### src/rtl/fetch_unit.sv
// Instruction-fetch stage with IF/ID pipeline register.
// Keeps the PC, issues one word request at a time over a valid/ready
// channel, parks one early response in a skid buffer while ID is stalled,
// and follows stall/flush from the hazard unit and redirects from EX.
//
// Request handshake: imem_req_valid/imem_req_addr may change from cycle to
// cycle until the memory sees valid && ready on a rising clock edge; only
// that edge transfers the request. Responses come back in order, one per
// accepted request, and are never back-pressured.
module fetch_unit #(
   parameter int               XLEN      = 32,
   parameter logic [XLEN-1:0]  RESET_PC  = '0,
   parameter logic [31:0]      NOP_INSTR = 32'h0000_0013
) (
   input  logic             clk,
   input  logic             rst_n,
   input  logic             hazard_fe_enable,
   input  logic             hazard_if_id_clear,
   input  logic             pc_jump_enable,
   input  logic [XLEN-1:0]  pc_jump_addr,
   output logic             imem_req_valid,
   input  logic             imem_req_ready,
   output logic [XLEN-1:0]  imem_req_addr,
   input  logic             imem_rsp_valid,
   input  logic [31:0]      imem_rsp_data,
   output logic             id_valid,
   output logic [XLEN-1:0]  id_pc,
   output logic [31:0]      id_instr,
   output logic [XLEN-1:0]  id_pc_plus4
);

   typedef enum logic [1:0] {
      S_IDLE  = 2'd0,
      S_FETCH = 2'd1,
      S_WAIT  = 2'd2,
      S_DRAIN = 2'd3
   } state_t;

   localparam logic [XLEN-1:0] FOUR = XLEN'(4);

   state_t           state;
   logic [XLEN-1:0]  pc_q;
   logic [XLEN-1:0]  req_pc_q;
   logic             ibuf_valid;
   logic [XLEN-1:0]  ibuf_pc;
   logic [31:0]      ibuf_instr;

   logic [XLEN-1:0]  jump_target;
   logic             ifid_load;
   logic             rsp_in_wait;
   logic             req_fire;
   logic             redirect;
   logic             ibuf_take;
   logic             ibuf_fill;
   logic             rsp_direct;

   // Request generation and the qualifiers shared by the FSM and IF/ID.
   always_comb begin
      jump_target    = pc_jump_addr & ~XLEN'(3);
      ifid_load      = hazard_fe_enable && !hazard_if_id_clear;
      rsp_in_wait    = (state == S_WAIT) && imem_rsp_valid;
      // Second term: issue the next word in the same cycle the current
      // response is consumed, giving one instruction per cycle.
      imem_req_valid = ((state == S_FETCH) && !ibuf_valid) ||
                       (rsp_in_wait && ifid_load && !ibuf_valid && !pc_jump_enable);
      imem_req_addr  = pc_jump_enable ? jump_target : pc_q;
      req_fire       = imem_req_valid && imem_req_ready;
      redirect       = pc_jump_enable && (state != S_IDLE);
      ibuf_take      = ifid_load && ibuf_valid;
      ibuf_fill      = rsp_in_wait && !pc_jump_enable && !ifid_load;
      rsp_direct     = rsp_in_wait && !pc_jump_enable && !ibuf_valid;
   end

   // Fetch FSM: PC, outstanding-request tracking and skid buffer.
   always_ff @(posedge clk or negedge rst_n) begin
      if (!rst_n) begin
         state      <= S_IDLE;
         pc_q       <= RESET_PC;
         req_pc_q   <= '0;
         ibuf_valid <= 1'b0;
         ibuf_pc    <= '0;
         ibuf_instr <= NOP_INSTR;
      end else begin
         if (req_fire) begin
            req_pc_q <= imem_req_addr;
            pc_q     <= imem_req_addr + FOUR;
         end else if (redirect) begin
            pc_q <= jump_target;
         end

         if (redirect || ibuf_take) begin
            ibuf_valid <= 1'b0;
         end else if (ibuf_fill) begin
            ibuf_valid <= 1'b1;
            ibuf_pc    <= req_pc_q;
            ibuf_instr <= imem_rsp_data;
         end

         case (state)
            S_IDLE:  state <= S_FETCH;
            S_FETCH: if (req_fire) state <= S_WAIT;
            S_WAIT: begin
               if (pc_jump_enable) begin
                  // Stale response either arrives now (dropped) or later.
                  state <= imem_rsp_valid ? S_FETCH : S_DRAIN;
               end else if (imem_rsp_valid) begin
                  state <= req_fire ? S_WAIT : S_FETCH;
               end
            end
            S_DRAIN: if (imem_rsp_valid) state <= S_FETCH;
            default: state <= S_IDLE;
         endcase
      end
   end

   // IF/ID register: flush beats stall, stall holds, otherwise load a source.
   always_ff @(posedge clk or negedge rst_n) begin
      if (!rst_n) begin
         id_valid    <= 1'b0;
         id_pc       <= '0;
         id_instr    <= NOP_INSTR;
         id_pc_plus4 <= FOUR;
      end else if (hazard_if_id_clear) begin
         id_valid    <= 1'b0;
         id_pc       <= '0;
         id_instr    <= NOP_INSTR;
         id_pc_plus4 <= FOUR;
      end else if (hazard_fe_enable) begin
         if (ibuf_valid) begin
            id_valid    <= 1'b1;
            id_pc       <= ibuf_pc;
            id_instr    <= ibuf_instr;
            id_pc_plus4 <= ibuf_pc + FOUR;
         end else if (rsp_direct) begin
            id_valid    <= 1'b1;
            id_pc       <= req_pc_q;
            id_instr    <= imem_rsp_data;
            id_pc_plus4 <= req_pc_q + FOUR;
         end else begin
            id_valid    <= 1'b0;
            id_pc       <= '0;
            id_instr    <= NOP_INSTR;
            id_pc_plus4 <= FOUR;
         end
      end
   end

endmodule

### config.mk
export PLATFORM = sky130hd
export DESIGN_NAME = fetch_unit
export DESIGN_NICKNAME = d
export VERILOG_FILES = /design/src/rtl/fetch_unit.sv
export SDC_FILE = /design/constraint.sdc
export NUM_CORES = 1
export LEC_CHECK = 0
export ABC_AREA = 0
export CORE_MARGIN = 5
export CORE_UTILIZATION = 54
export DETAILED_ROUTE_END_ITERATION = 7
export PLACE_DENSITY = 0.93
export SLEW_MARGIN = 40
export SYNTH_ARGS = -nofsm -noshare
export SYNTH_HDL_FRONTEND = slang
export SYNTH_SLANG_ARGS = --single-unit
export TNS_END_PERCENT = 1
### constraint.sdc
create_clock -name clk -period 3.32 [get_ports clk]
set_clock_uncertainty 0.2 [all_clocks]
set_input_delay 0.498 -clock clk [delete_from_list [all_inputs] [get_ports clk]]
set_output_delay 0.498 -clock clk [all_outputs]
set_load 0.005 [all_outputs]
==> results.py <==
metrics = {
    "cts": {
        "clk_latency_ns": 0.52,
        "clock_sinks": 226,
        "clockBufferDepth": 3,
        "clkTransAtPathRegs_ns": 0.06,
        "cts_tree": "built",
        "cts-root-buf": "clkbuf_16",
        "cts_buffers": 24,
        "cts-resized-gates": 0,
        "htreeDepth": 1,
    },
    "timing": {
        "tightest_slew_ns": 0.816,
        "setup_ws_ns": 0.259,
        "setup_viol": 0,
        "setup_tns_ns": 0,
        "slew_viol_final": 0,
        "fin_crit_sh_pct": 92.2,
        "fmax_mhz": 327,
        "rsz0062_at_grt": "false",
        "relSlewSlack_pct": 45.4,
        "hold_viol": 0,
        "fin_crit_ns": 3.06,
    },
    "die": {
        "die_w_microns": 157,
        "start_util_pct": 54.3,
        "core_sq_um": 21600,
        "fp-row-count": 54,
        "io_pins": 201,
        "die_area_sq_um": 24800,
        "fp.dieH_microns": 157,
    },
    "power_and_ir_drop": {
        "peakVddDrop_mv": 0.370,
        "p_leak_uw": 0.00687,
        "p_per_area_nw_per_um2": 680,
    },
    "setup_path": {
        "rrSetupSlack_ns": 0.59,
        "cp.arrival_ns": 2.36,
        "crit_path_end_kind": "output port",
        "critPathLaunchType": "flip-flop",
        "r2r-start": "ibuf_valid$_DFFE_PN0P_",
        "path_max_fanout": 5,
        "path_class": "flip-flop to output port",
        "critical_path.startpoint": "state[0]$_DFFE_PN0P_",
        "critical_path_required_ns": 2.62,
    },
    "drt": {
        "first_pass_iters": 7,
        "via_per_inst": 6.29,
        "dr_total_vias": 10400,
        "first_iter_violations": 1137,
        "wl_per_cell_microns": 21.2,
        "wl_microns": 35100,
        "final_antenna_net_count": 0,
        "drc": 0,
    },
    "global_routing": {
        "antenna_found_initial": 0,
        "globalRouteMet1Util_pct": 37.9,
        "overflow": 0,
        "grt_util_met3_pct": 4.43,
        "grt_pass1_vias": 10400,
        "grt_most_used_layer": "met2",
        "grt.total_usage_pct": 27.5,
        "grt_pass1_wl_microns": 55400,
        "grt_max_degree": 108,
        "grtUsageMet2_pct": 45.2,
    },
    "synth": {
        "synth_ff_type": "dfrtp_1",
        "synth_edf_count": 0,
        "synth_fp_nets": 1249,
        "synthCells": 1171,
        "seq_area_frac_synth_pct": 48.2,
        "synthArstFlopShare_pct": 100,
        "synth.largest_area_cell": "dfrtp_1",
        "synth_top_cell_area_share_pct": 46.7,
        "yosys-top-cells-area": "dfrtp_1 47%, mux2_2 7.1%, a222oi_1 5.2%",
        "syn-cell-area_sq_um": 11700,
        "synth_area_per_cell_sq_um": 10.0,
        "yosys_warnings": 0,
        "ys_ff_latch": 226,
        "yosysUniqueCellTypes": 69,
    },
    "job": {
        "drv_cap": 0,
    },
    "placed_design": {
        "port_buffers": 198,
        "pre_cts_slack_ns": 0.0393,
        "dp_cells": 1616,
        "place.gp.congestion": 0.975,
        "dp_hpwl_microns": 24400,
        "postPlaceCellArea_sq_um": 14200,
    },
    "min_path": {
        "hp-class": "input port to asynchronous set/reset pin",
    },
    "layout": {
        "n_antenna_cell": 0,
        "drive_gt1_share_pct": 13.9,
        "fin_util_pct": 69.9,
        "instances_no_fill": 1661,
        "areaGrowthSynthToFinish_pct": 28.8,
        "fin_nets": 1442,
        "final_area_sq_um": 15100,
    },
    "run_status": {
        "outcome": "finished, final reports clean",
    },
}
==> where the power goes <==
part | switching (uW) | internal (uW) | leakage, uW
clock network | 1100 | 1780 | 0.000430
logic | 1470 | 1440 | 0.00348
registers | 994 | 3490 | 0.00296
==> state kept, by name, summed over array words and instances, names as in the netlist <==
register and count:
ibuf_instr 32, ibuf_pc 32, ibuf_valid 1, id_instr 32, id_pc 32, id_pc_plus4 30
id_valid 1, pc_q 32, req_pc_q 32, state 2
==> synthesized netlist by cell type, types with 29 or more instances <==
cell type,number
dfrtp_1,219
nand2_1,127
inv_1,90
mux2_2,74
a222oi_1,61
o21ai_0,60
clkbuf_1,57
nor2_1,55
xnor2_1,42
nand3_1,33
a21oi_1,31
xor2_1,29
==> cells by family (layout without fill, tap and decap cells) <==
kind of cell               count (synthesis)  after routing  synth area share [%]
adders and majority gates                  7              7                 0.746
buffers and inverters                    173            383                  5.89
AOI/OAI and AO/OA                        254            254                  15.9
xor gates and xnor gates                  71             71                  5.30
and+or+nand+nor                          337            337                  14.3
muxes                                    103            103                  9.60
DFF                                      226            226                  48.2
==> path summary, 6_finish.rpt <==
kind                                               to  depth (start not counted)
setup / recovery                       imem_req_valid                          7
hold / removal             ibuf_instr[12]$_DFFE_PN0P_                          2
setup reg to reg                 pc_q[31]$_DFFE_PN0P_                          6
hold reg to reg                   pc_q[0]$_DFFE_PN0P_                          1
max in group asynchronous    req_pc_q[25]$_DFFE_PN0N_                          4
min in group clk                  pc_q[0]$_DFFE_PN0P_                          1
==> metrics by stage <==
stage               hold WS (ns)  power [uW]
finish                     0.239       10300
global route               0.244       10800
CTS                        0.284       10300
detailed placement         0.264        7310
global placement           0.259        7120
floorplan                0.00241        6000
==> cells in the final DEF (no fill, tap or decap), drive strengths merged, types with 9 or more instances in the layout <==
master / instances
buf: 51
a22oi: 21
mux2: 74
xor2: 29
o221ai: 9
mux2i: 29
clkdlybuf4s50: 196
and3: 12
o21ai: 64
a211oi: 16
and2: 9
dfrtp: 219
a21oi: 31
inv: 91
clkbuf: 35
nand4: 29
nand2: 127
nor2b: 10
nor2: 55
nand3: 34
nor3: 24
a222oi: 61
xnor2: 42
==> layer usage <==
metal	up-vias	wire, microns	part of all wire [%]
met1	5160	14100	40
met5	-	0	0
met4	0	925	2.6
met2	563	16800	48
li1	4642	-	-
met3	79	3380	9.6
==> critical path, cell delays in order (launching register included) <==
cell	delay, ns
dfrtp_1	0.40
inv_1	0.11
ha_1	0.29
nand3b_4	0.14
nor2_1	0.15
nand2_1	0.08
o21ai_0	0.09
clkdlybuf4s50_1	0.58
==> area by class of cell <==
| class | count | area, sq um |
|---|---|---|
| timing repair buffer | 248 | 2490 |
| multi-input combinational | 772 | 5410 |
| clock inverter | 8 | 119 |
| clock buffer | 35 | 743 |
| fill | 1582 | 6500 |
| tap | 280 | 350 |
| inverter | 92 | 345 |
| sequential | 226 | 5660 |
==> repair_timing <==
item,CTS,global route
endpoints found under the hold margin,96,0
hold buffers,1,0
setup buffers,0,0
No activity file was read; power rests on OpenSTA's default activity.
